[src/rtl/cpu_pkg.sv]
// Shared CPU constants and types for the fetch front end.
package cpu_pkg;
  localparam int unsigned XLEN = 32;
  localparam logic [XLEN-1:0] DEFAULT_RESET_PC = 32'h0040_0000;
  localparam logic [XLEN-1:0] NOP_INST = 32'h0000_0013;

  typedef struct packed {
    logic [XLEN-1:0] pc4;
    logic [XLEN-1:0] pc;
    logic [XLEN-1:0] inst;
  } fetchEntry_t;

  function automatic logic [XLEN-1:0] alignPC(input logic [XLEN-1:0] pc);
    return {pc[XLEN-1:2], 2'b00};
  endfunction
endpackage

[src/rtl/fetch_fifo.sv]
// Prefetch FIFO holding {PC4, PC, Inst} entries; flush empties it in one cycle.
module fetch_fifo
  import cpu_pkg::*;
#(
  parameter int unsigned DEPTH = 4
) (
  input  logic                     iClkCPU,
  input  logic                     iRST,
  input  logic                     iPush,
  input  logic [3*XLEN-1:0]        iData,
  input  logic                     iPop,
  input  logic                     iFlush,
  output logic [3*XLEN-1:0]        oHead,
  output logic [$clog2(DEPTH):0]   oCount,
  output logic                     oFull,
  output logic                     oEmpty
);
  localparam int unsigned PTR_W = $clog2(DEPTH);

  logic [3*XLEN-1:0] mem [DEPTH];
  logic [PTR_W-1:0]  rdPtr, wrPtr;
  logic [PTR_W:0]    count;
  logic              doPush, doPop;

  assign oFull  = (count == (PTR_W+1)'(DEPTH));
  assign oEmpty = (count == '0);
  assign oCount = count;
  assign oHead  = mem[rdPtr];
  assign doPush = iPush && !oFull;
  assign doPop  = iPop && !oEmpty;

  always_ff @(posedge iClkCPU or posedge iRST) begin
    if (iRST) begin
      rdPtr <= '0;
      wrPtr <= '0;
      count <= '0;
      for (int i = 0; i < int'(DEPTH); i++) mem[i] <= '0;
    end else if (iFlush) begin
      rdPtr <= '0;
      wrPtr <= '0;
      count <= '0;
    end else begin
      if (doPush) begin
        mem[wrPtr] <= iData;
        wrPtr      <= wrPtr + PTR_W'(1);
      end
      if (doPop) rdPtr <= rdPtr + PTR_W'(1);
      unique case ({doPush, doPop})
        2'b10:   count <= count + (PTR_W+1)'(1);
        2'b01:   count <= count - (PTR_W+1)'(1);
        default: count <= count;
      endcase
    end
  end

  // The upstream credit scheme must never push into a full FIFO.
  assert property (@(posedge iClkCPU) disable iff (iRST) !(iPush && oFull && !iFlush));
endmodule

[src/rtl/fetch_queue.sv]
// Fetch front end: PC, ROM requests with credit control, redirect flush, prefetch FIFO.
module fetch_queue
  import cpu_pkg::*;
#(
  parameter int unsigned DEPTH    = 4,
  parameter logic [31:0] RESET_PC = DEFAULT_RESET_PC,
  parameter int unsigned ADDR_W   = 10
) (
  input  logic                     iClkCPU,
  input  logic                     iRST,
  output logic                     oImemReq,
  output logic [ADDR_W-3:0]        oImemAddr,
  input  logic [31:0]              iImemData,
  input  logic                     iRedirect,
  input  logic [31:0]              iRedirectPC,
  output logic                     oValid,
  input  logic                     iReady,
  output logic [31:0]              oInst,
  output logic [31:0]              oPC,
  output logic [31:0]              oPC4,
  output logic [$clog2(DEPTH):0]   oCount
);
  localparam int unsigned CNT_W = $clog2(DEPTH) + 1;

  logic [31:0]      pcQ, pcD, reqPCQ;
  logic             inflightQ;
  logic [CNT_W-1:0] count;
  logic [CNT_W:0]   used;
  logic             push, pop, empty, unusedFull;
  logic [95:0]      pushData, head;

  // Occupancy plus the outstanding read bounds how many entries may still arrive.
  assign used      = {1'b0, count} + {{CNT_W{1'b0}}, inflightQ};
  assign oImemReq  = !iRST && !iRedirect && (used < (CNT_W+1)'(DEPTH));
  assign oImemAddr = pcQ[ADDR_W-1:2];

  assign push     = inflightQ && !iRedirect;
  assign oValid   = !empty && !iRedirect;
  assign pop      = oValid && iReady;
  assign pushData = {reqPCQ + 32'd4, reqPCQ, iImemData};
  assign {oPC4, oPC, oInst} = head;
  assign oCount   = count;

  always_comb begin
    pcD = pcQ;
    if (iRedirect)     pcD = alignPC(iRedirectPC);
    else if (oImemReq) pcD = pcQ + 32'd4;
  end

  always_ff @(posedge iClkCPU or posedge iRST) begin
    if (iRST) begin
      pcQ       <= RESET_PC;
      reqPCQ    <= '0;
      inflightQ <= 1'b0;
    end else begin
      pcQ       <= pcD;
      inflightQ <= oImemReq;
      if (oImemReq) reqPCQ <= pcQ;
    end
  end

  fetch_fifo #(
    .DEPTH (DEPTH)
  ) uFifo (
    .iClkCPU (iClkCPU),
    .iRST    (iRST),
    .iPush   (push),
    .iData   (pushData),
    .iPop    (pop),
    .iFlush  (iRedirect),
    .oHead   (head),
    .oCount  (count),
    .oFull   (unusedFull),
    .oEmpty  (empty)
  );
endmodule

[config.mk]
export PLATFORM = sky130hd
export DESIGN_NAME = fetch_queue
export DESIGN_NICKNAME = d
export VERILOG_FILES = /design/src/rtl/cpu_pkg.sv /design/src/rtl/fetch_fifo.sv /design/src/rtl/fetch_queue.sv
export SDC_FILE = /design/constraint.sdc
export NUM_CORES = 1
export LEC_CHECK = 0
export ABC_AREA = 1
export ABC_CLOCK_PERIOD_IN_PS = 48800
export BUFFER_PORTS_ARGS = -buffer_cell sky130_fd_sc_hd__buf_4
export CAP_MARGIN = 20
export CORE_MARGIN = 8
export CORE_UTILIZATION = 31
export DETAILED_ROUTE_END_ITERATION = 8
export PLACE_DENSITY_LB_ADDON = 0.05
export REMOVE_ABC_BUFFERS = 1
export SYNTH_ARGS = -nofsm -noshare
export SYNTH_HDL_FRONTEND = slang
export SYNTH_HIERARCHICAL = 1
export SYNTH_SLANG_ARGS = --single-unit
[constraint.sdc]
create_clock -name iClkCPU -period 48.8 [get_ports iClkCPU]
set_input_delay 14.64 -clock iClkCPU [delete_from_list [all_inputs] [get_ports iClkCPU]]
set_output_delay 14.64 -clock iClkCPU [all_outputs]
set_load 0.05 [all_outputs]
=== Yosys cells after proc, flatten, opt, wreduce, memory -nomap -nowiden ===
Cells that the tools add are included.

* Magnitude comparators: 4
* Add/subtract/negate cells: 7
* Bitwise gates (word level): 3
* Multiplexer cells: 14
* Eq/ne operators: 3
* Reductions and logical operators: 18

{| class="wikitable"
|+ Operators by type and width
! operator !! count
|-
| bitwise mux 384 bit || 1
|-
| two-way mux 96 bit || 3
|-
| binary-select mux 96 bit (select 2 bit) || 1
|-
| demux 96 bit (select 2 bit) || 1
|-
| adder 32 x 3 -> 32 bit (second input constant) || 2
|-
| two-way mux 32 bit || 2
|-
| logical AND 1 bit || 8
|-
| two-way mux 2 bit || 4
|-
| >= comparator 3 bit (second input constant) || 2
|-
| NOT 2 -> 3 bit || 2
|-
| case mux 3 bit (2 select lines) || 1
|-
| nonzero test 2 bit || 3
|-
| adder 2 x 1 -> 2 bit (second input constant) || 2
|-
| adder 3 x 1 -> 4 bit || 1
|-
| logical NOT 1 bit || 4
|-
| < comparator 4 x 3 -> 1 bit (second input constant) || 1
|-
| adder 3 x 1 -> 3 bit (second input constant) || 1
|-
| == test 3 bit (second input constant) || 1
|-
| logical NOT 3 bit || 1
|-
| < comparator 3 x 1 -> 1 bit (second input constant) || 1
|-
| two-way mux 3 bit || 1
|-
| nonzero test 3 bit || 1
|-
| subtractor 3 x 1 -> 3 bit (second input constant) || 1
|-
| == test 2 x 1 -> 1 bit (second input constant) || 1
|-
| 3 further kinds || 3
|}

* Logic and storage cells: 59
* Bits in registers: 456

=== Longest topological paths before layout ===
Gate-level depths: netlist (run 1).

* Word-level depth: 8
* Depth in mapped cells: 15
* Depth with buffers taken out: 15

=== Modules after synthesis ===
The synthesis (run 1) kept the hierarchy.

{| class="wikitable"
|+ Modules (own cells, without submodules)
! module !! area each (um^2) !! cells an instance !! seq. area each (um^2) !! instances
|-
| fetch_fifo || 18341.3 || 1939 || 9784.4 || 1
|-
| fetch_queue || 4160.2 || 594 || 1527.7 || 1
|}

=== Worst setup path before layout (run 1) ===
Ideal clock, no wire load.

* Path kind: input port to output port
* Start: in iRedirect
* End: out oValid
* Required time: 34.160 ns
* Cell stages on the path: 3
* Arrival time: 15.674 ns
* Buffers on the path: 2
* Path slack: 18.486 ns
* Path through: buf_2 > clkbuf_1 > nor2_1

* Word-level cells in the longest chain between the ends: 2

{| class="wikitable"
|+ Ends and longest elaborated chain
! element !! line !! text
|-
| from (decl) || fetch_queue.sv:14 || <nowiki>input logic iRedirect,</nowiki>
|-
| logical NOT 1 bit || fetch_queue.sv:38 || <nowiki>assign oValid = !empty && !iRedirect;</nowiki>
|-
| logical AND 1 bit || fetch_queue.sv:38 ||
|-
| to (decl) || fetch_queue.sv:16 || <nowiki>output logic oValid,</nowiki>
|}

No other way between the ends.

=== Worst setup path in the final report (run 1) ===
* Start: in iRedirect
* End: out oImemReq

* Word-level cells in the longest chain between the ends: 3

{| class="wikitable"
|+ Ends and longest elaborated chain
! element !! line !! text
|-
| logical NOT 1 bit || fetch_queue.sv:34 || <nowiki>assign oImemReq = !iRST && !iRedirect && (used < (CNT_W+1)'(DEPTH));</nowiki>
|-
| logical AND 1 bit (2 in series) || fetch_queue.sv:34 ||
|-
| to (decl) || fetch_queue.sv:11 || <nowiki>output logic oImemReq,</nowiki>
|}

No other way between the ends.

==> results of run 1 <==
-- layout make-up --
cell class	instances	area [µm²]
Fill cell	7524	46000
Sequential cell	452	11300
Multi-Input combinational cell	1740	9260
Clock buffer	87	1720
Timing Repair Buffer	191	1450
Tap cell	950	1190
Inverter	172	658
Clock inverter	13	100
-- sequential cells by signal (all words and copies together), names as in the netlist --
signal	cells
uFifo/rdPtr	2
reqPCQ	30
inflightQ	1
pcQ	30
uFifo/mem	384
uFifo/wrPtr	2
uFifo/oCount	3
-- stage by stage --
step,hold WS (ps),total power (µW)
floorplan,448,621
global placement,459,704
detailed placement,462,708
CTS,476,1130
global route,482,1160
finish,473,1100
-- worst max path at each step --
stage / depth (start not counted) / endpoint
global route: 6 / oImemReq
finish: 6 / oImemReq
detailed placement: 6 / oImemReq
CTS: 6 / oImemReq
floorplan: 3 / oImemReq
global placement: 6 / oImemReq
-- worst register-to-register path, cell delays in order (launching register included) --
cell     delay [ps]
dfrtp_1         470
nor2_2          230
nand2_4          70
nand2_4         120
nor2_8           90
nand2_8         670
buf_4          1080
nand2_1         210
o21ai_2         100
-- report_power, final --
part	total, µW	switching (µW)	internal, µW
registers	446	29.7	416
logic	249	175	74.1
clock network	408	163	245
total	1100	368	735
-- metal layers --
| metal | global-route usage | up-vias |
|---|---|---|
| met5 | 0 | - |
| met4 | 0.0401 | 0 |
| met1 | 0.224 | 8438 |
| li1 | - | 8564 |
| met3 | 0.0293 | 86 |
| met2 | 0.272 | 275 |
==> results.md, run 1 <==
* Status: finished clean
* Worst Setup Start Kind: primary input
* Worst-skew pair later-pin latency at about 600 ps
* Worst setup path class: primary input to output pin
* Utilization after layout at 0.358
* Mapped Cells at around 2500
* Post-route DRC at 0
* Final instance area at roughly 26000 µm²
* Most frequent cells in the layout: nand2_1 (567), dfrtp_1 (449), o21ai_2 (274)
* Initial antenna violation count at 0
* Share of cells above drive strength 1 at 0.226
* Layout overhead on the synthesized area at 14.2%
* Total wire length at ~68 mm
* CP max-delay cell: nand3_4
* Leak pwr at between 0.01 and 0.015 µW
* Clock sinks at 452
* Post-Syn Area per Cell at a little under 9 µm²
* Max FO, Critical Path at 63
* Dpl cells at roughly 3500
* Detailed placement HPWL at 40.6 mm
* Crit-path leading delay family: buffers and inverters
* VDD IR max at 0.0000256 V
* Antenna cells at 0
* H-tree Lvls at 2
* Postcts setup bufs at 0
* Clk_skew at around 13 ps
* Chip width at between 200 and 300 µm
* Cell count of the worst hold path at 2
* Gr usage total at 0.165
* CTS tree: yes
* Total negative slack at 0 ps
* Fmax at around 32 MHz
* Warnings, synthesis at 6
* I/O pin count at ~180
* R2r worst-path depth at 8
* Period utilization at 0.635
* PostCTS Resize Cnt at 0
* Final Worst Setup Slack at approximately 18000 ps
* Num rows at 98
* Starting density of the core at 0.314
* First-pass GRT wire length at between 100 and 150 mm
* Fin cells at 3605
* Most used cell, CP: buf_4
* Post-DP Area at around 24000 µm²
* Vias at about 17000
* Root Buffer: clkbuf_16
* Power Density at ~43 nW/µm²
* Antenna viol nets, final at 0
* Hold Buf Count CTS at 0
* Hold_sp: uFifo/mem[159]
* Total of max-cap violations at 0
* PortBufs at between 150 and 200
* Met3 WL at around 2.5 mm
* Largest net degree at the start of global routing at around 170
* Die Area at 81500 µm²
* Die Span Y at 285 µm
* Fin nets at between 2000 and 3000
* Clock transition at path regs at 50 ps
* Max-Slew Margin vs Limit at 0.284
* Fin crit period at roughly 31000 ps
* Commonest non-fill, non-tap cell in the layout: nand2_1
* Critical Path End Type: output pin
* Endpoint of the worst hold path: uFifo/mem[159]
* Crit Reg-Reg Startpoint: uFifo/oCount[1]
* Synthesized area at around 22000 µm²
* Arrival @ worst endpoint at about 16000 ps
* Starting DRT DRC Count at ~1000
* Final Wtd Congestion at about 0.8
* Core area at around 70000 µm²
* Worst min path class: flop to flop
* WP data required at between 30000 and 40000 ps
* WL per Instance at approximately 19 µm
* Hold Fails Final Rpt at 0
* Pre-antenna DRT Iters at 5
* Slew at the pin closest to its max-slew limit at ~1100 ps
* Met1 WL at around 32 mm
* Max Buffers Root-to-Sink at 3
* CP cell instances: buf_4 -> nor2_4 -> nand3_4 -> inv_2 -> buf_4 -> buf_4
* Met2 Wirelength at roughly 32 mm
* Buf+Inv Stages, Crit Path at 4
* R2r setup slk at ~46000 ps
* Worst R2R End: uFifo/mem[158]
* Pre-CTS setup slack at between 15000 and 20000 ps
* Total gr overflow at 0
* Top Layer Used: met4
* Final setup violation count at 0
* Vias/cell at just under 5
* Slew Limit Fails at 0
* Vias in the first global route at 17700
* CTS buffer count at between 50 and 60
* RSZ-0062 raised after global routing: false
* Crit. Startpoint: iRedirect
* Max incr delay on CP at 550 ps
Power figures use the tool's default switching activity.
==> inputs of run 2 (changes only) <==
- ABC_CLOCK_PERIOD_IN_PS: 48800 -> 25200
- clock period: 48.8 -> 25.2 ns (I/O delays scaled with it)
==> run 2 against run 1 <==
Effect of this change: clock-buffer cell count up 4; final area barely moved; clock power increased by 95%; non-clock buffer count up 2; combinational power grew 94%; power is 94% higher; setup slack got worse by 8900 ps; register-to-register slack worse by 24000 ps.
==> results.md, run 2 (same netlist as run 1, synthesis figures left out) <==
* Status: finished clean
* Max reg flops at 384 (unchanged)
* Buf+Inv Stages, Crit Path at 4 (unchanged)
* Worst-skew pair later-pin latency at 600 ps (about the same)
* Period utilization at 0.646
* Fmax at approximately 61 MHz
* Max FO, Critical Path at 30 (-52%)
* Biggest register: uFifo/mem
* Power Density at 83.3 nW/µm² (+94%)
* Hold Buf Count CTS at 0 (unchanged)
* Crit. Startpoint: iRedirect
* Pre-antenna DRT Iters at 5 (unchanged)
* Final Wtd Congestion at 0.809 (+0.76%)
* Total gr overflow at 0 (unchanged)
* Biggest regs: uFifo/mem: 384 flops, pcQ: 30 flops, reqPCQ: 30 flops
* Max-Slew Margin vs Limit at 0.289 (+0.00511)
* Initial antenna violation count at 0 (unchanged)
* Root Buffer: clkbuf_16
* Share of cells above drive strength 1 at 0.225 (-0.00101)
* Antenna cells at 0 (unchanged)
* Clk network pwr share at 0.371 (about the same)
* Clock sinks at 452 (unchanged)
* Largest net degree at the start of global routing at 142 (-18%)
* Clock transition at path regs at 60 ps (about the same)
* P_int at 1430 µW (+95%)
* Core area at 71700 µm² (unchanged)
* Num rows at 98 (unchanged)
* PostCTS Resize Cnt at 0 (unchanged)
* Total of max-cap violations at 0 (unchanged)
* Post-route DRC at 0 (unchanged)
* RSZ-0062 raised after global routing: false
* Total negative slack at 0 ps (unchanged)
* CP max-delay cell: buf_4
* Gr usage total at 0.163 (-0.00185)
* Worst min path class: flop to flop
* Fin crit period at roughly 16000 ps
* Utilization after layout at 0.359 (about the same)
* PortBufs at 174 (unchanged)
* Fin nets at 2689 (+0.037%)
* CTS buffer count at 55 (-1.8%)
* Worst setup path class: primary input to output pin
* Final setup violation count at 0 (unchanged)
* Die Area at 81500 µm² (unchanged)
* Crit Reg-Reg Startpoint: uFifo/oCount[1]
* Slew Limit Fails at 0 (unchanged)
* Chip width at 285 µm (unchanged)
* Reg power frac at 0.403 (about the same)
* Postcts setup bufs at 0 (unchanged)
* Leak pwr at 0.0122 µW (about the same)
* Worst Setup Start Kind: primary input
* Critical Path End Type: output pin
* Switching Fraction at 0.332 (-0.00194)
* I/O pin count at 177 (unchanged)
* Max incr delay on CP at 370 ps (-180 ps)
* Total wire length at 67.4 mm (-0.31%)
* R2r setup slk at 21780 ps (-23910 ps)
* Vias at 17300 (-0.63%)
* Clk_skew at 15.8 ps (+2.93 ps)
* Gate power share at 0.226 (about the same)
* WL per Instance at 18.7 µm (-0.39%)
* Arrival @ worst endpoint at 8720 ps (-7640 ps)
* Hold_sp: uFifo/mem[250]
* Vias in the first global route at 17500 (-1.3%)
* Hold Fails Final Rpt at 0 (unchanged)
* Starting density of the core at 0.314 (unchanged)
* First-pass GRT wire length at 107 mm (-0.98%)
* Max Buffers Root-to-Sink at 3 (unchanged)
* Antenna viol nets, final at 0 (unchanged)
* Detailed placement HPWL at 40.5 mm (about the same)
* Crit-path leading delay family: buffers and inverters
* Die Span Y at 285 µm (unchanged)
* Vias/cell at 4.78 (-0.72%)
* Commonest non-fill, non-tap cell in the layout: nand2_1
* Layout overhead on the synthesized area at 14.3% (about the same)
* CP cell instances: buf_4 -> nor2_4 -> nand3_4 -> inv_2 -> buf_4 -> buf_4
* Slew at the pin closest to its max-slew limit at 1070 ps (-7.66 ps)
* H-tree Lvls at 2 (unchanged)
* Sw power at 710 µW (+93%)
* VDD IR max at 0.0000439 V (+72%)
* CTS tree: yes
* WP data required at 17640 ps (-16520 ps)
* Most used cell, CP: buf_4
* Starting DRT DRC Count at 1184 (+21%)
* Most frequent cells in the layout: nand2_1 (567), dfrtp_1 (449), o21ai_2 (274)
## run 2: final cells by class
type / instances / area, µm²
fill: 7476 / 46000
sequential: 452 / 11300
multi-input combinational: 1740 / 9260
clock buffer: 91 / 1720
timing repair buffer: 193 / 1460
tap: 950 / 1190
inverter: 172 / 658
clock inverter: 10 / 104
## run 2: per-stage QoR
step	setup slack, ps	area, µm²	total power, µW	hold WS [ps]	cells
floorplan	6770	21200	1200	448	2364
global placement	8890	23900	1360	459	3507
detailed placement	8900	23900	1370	463	3507
CTS	8900	25700	2190	477	3608
global route	8850	25700	2260	487	3608
finish	8920	25700	2140	473	3608
## run 2: per-layer routing
layer,GRT usage,up-vias,wire length (µm)
met5,0,-,0
met4,0.0364,0,1340
met3,0.0299,78,2770
met2,0.261,309,30800
met1,0.229,8300,32600
li1,-,8566,-
## run 2: power groups by stage
stage / registers (µW) / clock network [µW] / logic (µW)
floorplan: 863 / 0 / 339
global placement: 874 / 0 / 491
detailed placement: 875 / 0 / 495
CTS: 863 / 828 / 496
global route: 874 / 857 / 527
finish: 863 / 795 / 484
## run 2: worst reg2reg max path: cells and delay by family (launching register included)
kind | cells | cell delay (ps)
compound gates | 1 | 80
flops | 1 | 470
buf+inv | 2 | 1650
simple gates | 6 | 1150
## run 2: worst paths after layout
path	depth (start not counted)	end
setup / recovery	6	oImemReq
max in group asynchronous	4	uFifo/mem[45]
setup reg to reg	9	uFifo/mem[156]
min in group asynchronous	2	uFifo/rdPtr[1]
hold reg to reg	2	uFifo/mem[250]
hold / removal	2	uFifo/mem[250]
